[src/rtl/divider.sv]
// Sequential unsigned restoring divider: one quotient bit per clock, MSB first.
// A zero divisor bypasses iteration and reports saturated quotient with div_by_zero.
module divider #(
    parameter int unsigned WIDTH = 8
) (
    input  logic             clock,
    input  logic             reset_n,
    input  logic             enable,
    input  logic [WIDTH-1:0] dividend,
    input  logic [WIDTH-1:0] divisor,
    output logic [WIDTH-1:0] quotient,
    output logic [WIDTH-1:0] remainder,
    output logic             busy,
    output logic             done,
    output logic             div_by_zero
);

    localparam int unsigned CW = $clog2(WIDTH + 1);
    localparam logic [CW-1:0] LAST = CW'(WIDTH - 1);

    typedef enum logic [1:0] {IDLE, RUN, DONE} state_t;

    state_t           state, state_next;
    logic [WIDTH-1:0] dvd, dvs, rem;
    logic [WIDTH-1:0] dvd_next, rem_next;
    logic [WIDTH:0]   partial, diff;
    logic [CW-1:0]    count;
    logic             q_bit, start, last, zero_div;

    // dvd shifts the dividend out at the top while quotient bits fill in from the bottom
    always_comb begin
        partial  = {rem, dvd[WIDTH-1]};
        diff     = partial - {1'b0, dvs};
        q_bit    = ~diff[WIDTH];
        rem_next = q_bit ? diff[WIDTH-1:0] : partial[WIDTH-1:0];
        dvd_next = (dvd << 1) | WIDTH'(q_bit);
    end

    assign start    = enable && (state == IDLE || state == DONE);
    assign last     = (count == LAST);
    assign zero_div = (divisor == '0);

    always_ff @(posedge clock or negedge reset_n) begin
        if (!reset_n) begin
            state <= IDLE;
        end else begin
            state <= state_next;
        end
    end

    always_comb begin
        state_next = state;
        busy       = 1'b0;
        done       = 1'b0;
        case (state)
            IDLE: begin
                if (enable) state_next = zero_div ? DONE : RUN;
            end
            RUN: begin
                busy = 1'b1;
                if (last) state_next = DONE;
            end
            DONE: begin
                done = 1'b1;
                if (enable) state_next = zero_div ? DONE : RUN;
                else        state_next = IDLE;
            end
            default: state_next = IDLE;
        endcase
    end

    always_ff @(posedge clock or negedge reset_n) begin
        if (!reset_n) begin
            dvd         <= '0;
            dvs         <= '0;
            rem         <= '0;
            count       <= '0;
            quotient    <= '0;
            remainder   <= '0;
            div_by_zero <= 1'b0;
        end else if (start) begin
            dvd         <= dividend;
            dvs         <= divisor;
            rem         <= '0;
            count       <= '0;
            div_by_zero <= zero_div;
            if (zero_div) begin
                quotient  <= '1;
                remainder <= dividend;
            end
        end else if (state == RUN) begin
            dvd   <= dvd_next;
            rem   <= rem_next;
            count <= count + 1'b1;
            // results publish on the same edge that enters DONE
            if (last) begin
                quotient  <= dvd_next;
                remainder <= rem_next;
            end
        end
    end

endmodule

[config.mk]
export PLATFORM = sky130hd
export DESIGN_NAME = divider
export DESIGN_NICKNAME = d
export VERILOG_FILES = /design/src/rtl/divider.sv
export SDC_FILE = /design/constraint.sdc
export NUM_CORES = 1
export LEC_CHECK = 0
export ABC_AREA = 1
export ABC_CLOCK_PERIOD_IN_PS = 2300
export CORE_ASPECT_RATIO = 1.1
export CORE_UTILIZATION = 50
export CTS_CLUSTER_SIZE = 40
export DETAILED_ROUTE_END_ITERATION = 8
export GPL_ROUTABILITY_DRIVEN = 0
export PLACE_DENSITY = 0.74
export SLEW_MARGIN = 20
export SYNTH_ARGS = -nofsm -noshare
export SYNTH_HDL_FRONTEND = slang
export SYNTH_SLANG_ARGS = --single-unit
[constraint.sdc]
create_clock -name clock -period 2.3 [get_ports clock]
set_clock_uncertainty 0.1 [all_clocks]
set_input_delay 0.69 -clock clock [delete_from_list [all_inputs] [get_ports clock]]
set_output_delay 0.69 -clock clock [all_outputs]
set_load 0.05 [all_outputs]
# [After elaboration in Yosys (flattened, before gate mapping)]
# Cells that the tools add are included.
[totals] in_bits=19 register_bits=47 elab_cells=48
[classes] muxes=22 n_reduce_logical=8 n_eq_ne=6 bitwise=2 n_addsub=2
[ops] operator="$mux W8" count=13
[ops] operator="$sub A9 B8 Y9" count=1
[ops] operator="$logic_not A8 Y1" count=1
[ops] operator="$mux W2" count=4
[ops] operator="$mux W4" count=2
[ops] operator="$or A8 B1 Y8" count=1
[ops] operator="$pmux W2 S3" count=1
[ops] operator="$add A4 B1 Y4 const B" count=1
[ops] operator="$eq A4 B3 Y1 const B" count=1
[ops] operator="$ne A2 B2 Y1 const B" count=2
[ops] operator="$reduce_bool A2 Y1" count=2
[ops] operator="$reduce_and A3 Y1" count=1
[ops] operator="$eq A2 B1 Y1 const B" count=1
[ops] operator="$eq A2 B2 Y1 const B" count=1
[ops] operator="$logic_not A2 Y1" count=1
[ops] operator="$mux W1" count=2
[ops] operator="$ne A2 B1 Y1 const B" count=1
[ops] operator="$reduce_and A2 Y1" count=1
[ops] operator="$logic_and A1 B1 Y1" count=1
[ops] operator="$logic_or A1 B1 Y1" count=1
[ops] operator="$not A1 Y1" count=1

# [Longest topological paths before layout]
# Gate-level depths: netlist of the first run.
[depth] depth_word=6 mapped_depth=14

# [Worst setup path before layout of the first run]
# No wires, ideal clock.
[synth_path] path_kind="register to register" startpoint="register dvd[7]" endpoint="register remainder[1]" arrival_time_ps=1710 synth_period_minus_slack_ps=1923 setup_slack_ps=377 path_stages_with_launch=15 n_path_buf=0 setup_ps=113 required_time_ps=2087 path_cell_list="dfrtp_1 > inv_1 > ha_1 > inv_1 > fa_1 > nand2_1 > nand2_1 > nand3_2 > nand2_1 > nand2_1 > nand2_4 > nand3_1 > nand3_1 > nand2_1 > inv_1"
[synth_between] elab_chain_cells=5
[synth_lines] element="from (decl)" line_no="24" source="logic [WIDTH-1:0] dvd, dvs, rem;"
[synth_lines] element="from (signal assigned)" line_no="82" source="dvd <= dividend;"
[synth_lines] element="from (signal assigned)" line_no="92" source="dvd <= dvd_next;"
[synth_lines] element="$sub A9 B8 Y9" line_no="33" source="diff = partial - {1'b0, dvs};"
[synth_lines] element="$mux W8" line_no="35" source="rem_next = q_bit ? diff[WIDTH-1:0] : partial[WIDTH-1:0];"
[synth_lines] element="$mux W8" line_no="96" source="if (last) begin"
[synth_lines] element="$mux W8" line_no="91" source="end else if (state == RUN) begin"
[synth_lines] element="$mux W8" line_no="81" source="end else if (start) begin"
[synth_lines] element="to (signal assigned)" line_no="89" source="remainder <= dividend;"
[synth_lines] element="to (signal assigned)" line_no="98" source="remainder <= rem_next;"
[synth_lines] element="to (decl)" line_no="12" source="output logic [WIDTH-1:0] remainder,"
# Every way passes these cells. The select of a mux whose other input is x is not followed.
# A chain may end at the register's enable or synchronous reset.

# [Worst setup path in the final report of the first run]
[layout_path] startpoint="register quotient[4]" endpoint="output quotient[4]"
[layout_rtl] element="from (decl)" line_no="11" source="output logic [WIDTH-1:0] quotient,"
[layout_rtl] element="from (signal assigned)" line_no="97" source="quotient <= dvd_next;"
# No word-level cell between the ends.

==> Implementation_results.wiki, run 1 <==
{| class="wikitable"
! Metric !! Value
|-
| Netlist area before placement || 2620 sq um
|-
| Final routed wire length divided by cell count || 13.5 microns
|-
| Slew at the pin closest to its max-slew limit || 520 ps
|-
| Multi-input gate area in the final layout || about 1200 sq um
|-
| Internal power of the cells || 2.74 mW
|-
| Number of buffers created by CTS || 5
|-
| Sw Ratio || between 40% and 50%
|-
| Synth-to-Final Area Change || 22.9%
|-
| Final std cells w/o fill || 430
|-
| Buffers on Ports || 37
|-
| Count of flip-flops with a built-in enable after synthesis || 0
|-
| Clock tree from TritonCTS || yes
|-
| Violations in the final reports || DRC
|-
| Ratio of total power to cell area || around 1700 nW/um^2
|-
| Initial cell density of the core || between 50 and 60%
|-
| Total number of nets in the final design || 400
|-
| First-pass GRT wire length || roughly 10000 microns
|-
| Hold Crit Class || input pin to async pin
|-
| Total buffers and inverters traversed by the critical path || 1
|-
| Synthesis-stage register bit count || between 40 and 50
|-
| Peak fanout along the critical path || 2
|-
| Hold_buf cts || 0
|-
| Max VDD drop || ~770 uV
|-
| Net switching power figure || roughly 2.7 mW
|-
| Critical-path cell list || clkdlybuf4s50_1
|-
| Achievable clock frequency || 443 MHz
|-
| Aggregate global routing overflow || 0
|-
| Layout cell share with drive strength beyond 1 || 12.6%
|-
| Number of maximum-capacitance violations || 0
|-
| Number of antenna violations at the first check in global routing || 0
|-
| Commonest register cell after synthesis || dfrtp_1
|-
| FFs w/ async S/R, synth || 100%
|-
| Period utilization || a little over nine tenths
|-
| Violation count after the first detailed-routing iteration || 86
|-
| TritonCTS sink count || 47
|-
| Mean cell area of the mapped netlist || 8.00 sq um
|-
| Relative contribution of sequential cells to total power || about a quarter
|-
| DP Cell Count || 422
|-
| Max_slew headroom || approximately 65%
|-
| Die area || 5540 sq um
|-
| Logic pwr share || between 60% and 70%
|-
| Routed via count divided by cell count || 5.10
|-
| Max H-tree Level || 2
|-
| Largest incremental delay on the critical path || roughly 800 ps
|-
| Final-report hold violation count || 0
|-
| Detailed Route WL || approximately 5800 microns
|-
| Floorplan core area || about 5000 sq um
|-
| Post-Synthesis Net Count || about 360
|-
| Top-Level Pins || 38
|-
| Largest net degree at the start of global routing || 48
|-
| Final instance area || between 3000 and 4000 sq um
|-
| Total routing resource utilization after global routing || roughly a quarter
|-
| Share of total power in the clock network || between 10% and 20%
|-
| Number of standard-cell rows in the floorplan || 27
|-
| Routed via count || roughly 2200
|-
| Skew-Pair Late Insertion Delay || 300 ps
|-
| Kind of end point of the critical path || output port
|-
| Half-perimeter wire length of the detailed placement result || between 4000 and 5000 microns
|-
| Type of element launching the critical path || flip-flop
|-
| Die outline height || approximately 80 microns
|-
| Cell at the root of the clock tree || clkbuf_8
|-
| Endpoints failing setup || 0
|-
| Routed Antenna Nets || 0
|-
| Static Leakage || roughly 1.7 nW
|-
| Number of remaining DRC errors || 6
|-
| Post-Syn Instances || between 300 and 400
|-
| Cell family contributing the most delay on the critical path || buffers and inverters
|-
| Library cell contributing the largest single delay on the critical path || clkdlybuf4s50_1
|-
| Sequential area share after synthesis || ~45%
|-
| Critical path required time || between 1500 and 2000 ps
|-
| Worst setup path category || flip-flop to output port
|-
| Fill count || roughly 450
|-
| Max-slew violations || 0
|-
| Period minus WS final || 2260 ps
|-
| Yosys Warn Count || 0
|-
| Max Buffers Root-to-Sink || 2
|-
| Area of placed instances || approximately 3000 sq um
|-
| Antenna cells || 0
|-
| Outcome || complete, but fails checks
|-
| Total iterations of the first detailed-routing run || 8
|-
| Die extent in x || about 71 microns
|-
| Total power of the final layout || ~5.4 mW
|-
| Clock-pin slew of the registers on the worst-case setup and hold paths || ~100 ps
|-
| Crit path arrival time || ~1500 ps
|-
| Count of distinct cell types in the synthesized netlist || 29
|-
| Register area || 1180 sq um
|-
| Number of global-route vias before repair || between 2000 and 2500
|}
==> area by class of cell <==
cell class | instances | area share [%]
clock inverter | 2 | 1.20
tap | 58 | 2.25
timing repair buffer | 43 | 13.3
inverter | 58 | 6.83
sequential | 47 | 36.5
clock buffer | 6 | 2.56
multi-input combinational | 216 | 37.4
==> metal layers <==
layer / up-vias / share of wire (%) / track usage [%]
met5: - / 0 / 0
met4: 0 / 0.95 / 6.00
met3: 4 / 3.2 / 4.03
met2: 40 / 49 / 38.9
met1: 1016 / 47 / 31.7
li1: 1133 / - / -
==> registers in the layout, indices dropped and copies added, names as in the netlist <==
signal and count:
dvd 8, dvs 8, quotient 8, rem 8
remainder 8, count 4, state 2, div_by_zero 1
==> stage by stage <==
step	hold WS, ps	util, %	setup TNS, ps	setup WS, ps
after floorplan	294	-	0	377
after global placement	367	61.2	0	5.29
after detailed placement	368	61.2	-858	-103
after CTS	262	63.6	0	31.7
after global routing	287	64.1	-10.2	-10.2
final	247	64.1	0	41.7
==> power by group through the flow <==
stage          registers, mW  clock network (mW)  logic (mW)
2_1_floorplan           1.87                   0        1.95
3_3_place_gp            1.44                   0        3.19
3_5_place_dp            1.45                   0        3.27
4_1_cts                 1.43               0.659        3.28
5_1_grt                 1.48               0.687        3.69
6_report                1.44               0.652        3.31
==> final timing paths <==
| path | start | endpoint | slack (ps) | cells past startpoint |
|---|---|---|---|---|
| max in group asynchronous | reset_n | dvs[4] | 1620 | 2 |
| min in group clock | dvs[5] | dvs[5] | 390 | 2 |
| hold / removal | reset_n | count[1] | 250 | 2 |
| setup reg to reg | dvd[7] | remainder[2] | 160 | 14 |
| setup / recovery | quotient[4] | quotient[4] | 40 | 1 |
| hold reg to reg | dvs[5] | dvs[5] | 390 | 2 |
==> Yosys cell counts, types with 2 or more instances <==
cell	number	area (sq um)
or2_2	5	31.3
xor2_1	2	17.5
inv_1	54	203
a21oi_1	3	15.0
o221ai_1	8	70.1
nand3_1	32	160
nand2_1	94	353
clkbuf_1	2	7.51
nand4_1	4	25.0
nand2_4	4	45.0
buf_2	3	15.0
nand2_2	2	12.5
ha_1	9	113
dfrtp_1	47	1180
a21boi_0	8	60.1
or2_1	3	18.8
nor2_1	15	56.3
inv_2	3	11.3
a31oi_1	8	50.1
o21ai_0	12	60.1
nand3_2	2	20.0
==> layout by cell type, fill, tap and decap left out <==
master and n:
a22o_1 1, nand4_1 4, nand2_1 93, nand2_4 5
xnor2_1 1, nand3_1 30, ha_1 9, a21oi_1 3
o21ai_0 12, or2_1 3, fa_2 1, o221ai_1 8
dfrtp_1 47, xor2_1 2, a31oi_1 8, bufinv_16 1
nand4_4 1, clkbuf_8 6, dlygate4sd2_1 1, nand2_2 2
buf_4 11, inv_2 4, nor2_8 1, nand3_2 4
buf_2 1, inv_1 53, nor2_1 15, inv_4 1
or2_2 5, inv_6 1, buf_12 3, dlymetal6s2s_1 1
clkdlybuf4s50_1 26, a21boi_0 8
==> repair_timing <==
item                       CTS  global route
setup buffers                0             0
setup endpoints to repair    1            17
hold endpoints to repair     0             0
gates resized for setup      1             7
cloned                       0             0
==> logic make-up after synthesis <==
kind of cell               share of synthesized area, %
and+or+nand+nor                                    29.1
DFF                                                44.8
AOI/OAI and AO/OA                                  10.1
buffers and inverters                              9.97
xor gates and xnor gates                           1.00
adders and majority gates                          5.05
Power figures use the tool's default switching activity.
==> inputs of run 2 (changes only) <==
--- a/config.mk
+++ b/config.mk
@@ -8,6 +8,7 @@
 export ABC_AREA = 1
 export ABC_CLOCK_PERIOD_IN_PS = 2300
 export CORE_ASPECT_RATIO = 1.1
+export CORE_MARGIN = 3
 export CORE_UTILIZATION = 50
 export CTS_CLUSTER_SIZE = 40
 export DETAILED_ROUTE_END_ITERATION = 8
==> run 2 against run 1 <==
Compared with the run above:
- the run now ends clean
- global-route usage fell by 2.8 points
- total power fell by 0.29%
- final cell count rose by 0.70%
- critical path depth did not move
- clock power fell by 15%
- design area rose by 0.27%
- fmax rose by 0.38%
- core utilization rose by 0.17 points
- sequential power barely moved
- clock-buffer cell count rose by 1
- first-iteration DRC count rose by 37%
==> Implementation_results.wiki, run 2 (same netlist as run 1, synthesis figures left out) <==
{| class="wikitable"
! Metric !! Value
|-
| Number of standard-cell rows in the floorplan || 27 (unchanged)
|-
| Outcome || completed
|-
| Cell family contributing the most delay on the critical path || buffers and inverters
|-
| Number of maximum-capacitance violations || 0 (unchanged)
|-
| Period utilization || 97.8% (-0.37 points)
|-
| Ratio of total power to cell area || 1670 nW/um^2 (-0.56%)
|-
| Initial cell density of the core || 52.1% (unchanged)
|-
| Endpoints failing setup || 0 (unchanged)
|-
| Max Buffers Root-to-Sink || 2 (unchanged)
|-
| R2r worst-path depth || 12 (-2)
|-
| Critical-path cell list || clkdlybuf4s50_1
|-
| Number of antenna violations at the first check in global routing || 0 (unchanged)
|-
| Type of element launching the critical path || flip-flop
|-
| Final routed wire length divided by cell count || 13.6 microns (+0.98%)
|-
| Clock-pin slew of the registers on the worst-case setup and hold paths || 90 ps (about the same)
|-
| Violation count after the first detailed-routing iteration || 118 (+37%)
|-
| Worst setup slack after placement || -69.4 ps (+33.6 ps)
|-
| First-pass GRT wire length || 9690 microns (-2.5%)
|-
| Hold Crit Class || input pin to async pin
|-
| Routed via count divided by cell count || 5.22 (+2.4%)
|-
| Number of buffers created by CTS || 5 (unchanged)
|-
| Most common library cell in the layout ignoring fill and taps || nand2_1
|-
| Detailed Route WL || 5910 microns (+1.7%)
|-
| Die extent in x || 75.1 microns (+5.6%)
|-
| TritonCTS sink count || 47 (unchanged)
|-
| Total iterations of the first detailed-routing run || 4 (-4)
|-
| Total number of nets in the final design || 403 (+0.75%)
|-
| Final instance area || 3230 sq um (+0.27%)
|-
| Kind of end point of the critical path || output port
|-
| Floorplan core area || 5030 sq um (unchanged)
|-
| Total routing resource utilization after global routing || 20.6% (-2.8 points)
|-
| Crit path arrival time || 1460 ps (about the same)
|-
| Max H-tree Level || 2 (unchanged)
|-
| Critical path required time || 1510 ps (about the same)
|-
| Static Leakage || 1.73 nW (+1.2%)
|-
| Max-slew violations || 0 (unchanged)
|-
| Area of placed instances || 3070 sq um (-0.41%)
|-
| Library cell contributing the largest single delay on the critical path || clkdlybuf4s50_1
|-
| Die outline height || 82.0 microns (+5.1%)
|-
| Cell at the root of the clock tree || clkbuf_8
|-
| Largest incremental delay on the critical path || 800 ps (about the same)
|-
| Top-Level Pins || 38 (unchanged)
|-
| Total buffers and inverters traversed by the critical path || 1 (unchanged)
|-
| Routed Antenna Nets || 0 (unchanged)
|-
| Period minus WS final || 2250 ps (-8.53 ps)
|-
| Antenna cells || 0 (unchanged)
|-
| Worst setup path category || flip-flop to output port
|-
| Skew-Pair Late Insertion Delay || 300 ps (about the same)
|-
| Setup repair after global routing missed its margin || yes
|-
| Largest net degree at the start of global routing || 45 (-6.3%)
|-
| Number of remaining DRC errors || 0 (-6)
|-
| Max_slew headroom || 64.3% (-0.95 points)
|-
| Clock tree from TritonCTS || yes
|-
| Peak fanout along the critical path || 2 (unchanged)
|-
| Half-perimeter wire length of the detailed placement result || 4520 microns (+6.6%)
|-
| Synth-to-Final Area Change || 23.3%
|-
| Routed via count || 2261 (+3.1%)
|-
| Slew at the pin closest to its max-slew limit || 535 ps (+15.1 ps)
|-
| Die area || 6150 sq um (+11%)
|-
| Aggregate global routing overflow || 0 (unchanged)
|-
| Buffers on Ports || 37 (unchanged)
|-
| Minimum setup slack in the final design || 50.3 ps (+8.53 ps)
|-
| Most frequent cells in the layout || nand2_1, inv_1, dfrtp_1
|-
| Total power of the final layout || 5.39 mW (-0.29%)
|-
| Final-report hold violation count || 0 (unchanged)
|-
| Depth of the critical timing path with buffers and inverters included || 1 (unchanged)
|-
| Max VDD drop || 776 uV (+0.60%)
|-
| Layout cell share with drive strength beyond 1 || 15.2% (+2.6 points)
|-
| Finished Core Util || 64.3% (+0.17 points)
|-
| Number of global-route vias before repair || 2129 (-0.98%)
|-
| Achievable clock frequency || 444 MHz (+0.38%)
|-
| Worst hold-check slack || 260 ps (+12.8 ps)
|}
## run 2: area by class of cell
| class | count | area, sq um |
|---|---|---|
| well taps | 58 | 72.6 |
| inverters | 58 | 220 |
| repair buffers | 46 | 438 |
| fillers | 439 | 1800 |
| multi-input cells | 216 | 1220 |
| clock buffers | 7 | 96.3 |
| clock inverters | 1 | 7.51 |
| flip-flops and latches | 47 | 1180 |
## run 2: final timing paths
kind / startpoint / end / slack (ps)
worst max register to register: dvd[7] / dvd[0] / 180
max in group asynchronous: reset_n / rem[0] / 1230
worst max-delay path: quotient[7] / quotient[7] / 50
min in group clock: dvs[1] / dvs[1] / 390
worst min-delay path: reset_n / count[1] / 260
worst min register to register: dvs[1] / dvs[1] / 390
## run 2: per-stage QoR
stage / instances / TNS, ps
2_1_floorplan: 328 / 0
3_3_place_gp: 423 / 0
3_5_place_dp: 423 / -527
4_1_cts: 431 / 0
5_1_grt: 433 / -43.2
6_report: 433 / 0
## run 2: layer usage
metal | share of wire (%) | global-route usage, % | wire length, microns
met2 | 50 | 34.2 | 2940
met4 | 1.4 | 5.16 | 82
met1 | 45 | 27.6 | 2670
met3 | 3.7 | 3.79 | 218
met5 | 0 | 0 | 0
## run 2: what timing repair did
item                       in CTS  in global routing
setup endpoints to repair       0                 19
resized for setup               0                 13
setup buffers                   0                  2
hold buffers                    0                  0
## run 2: report_power, final
part           leakage (nW)  internal [mW]  switching, mW
registers             0.566           1.21          0.235
logic                  1.12           1.23           2.16
clock network        0.0505          0.274          0.277
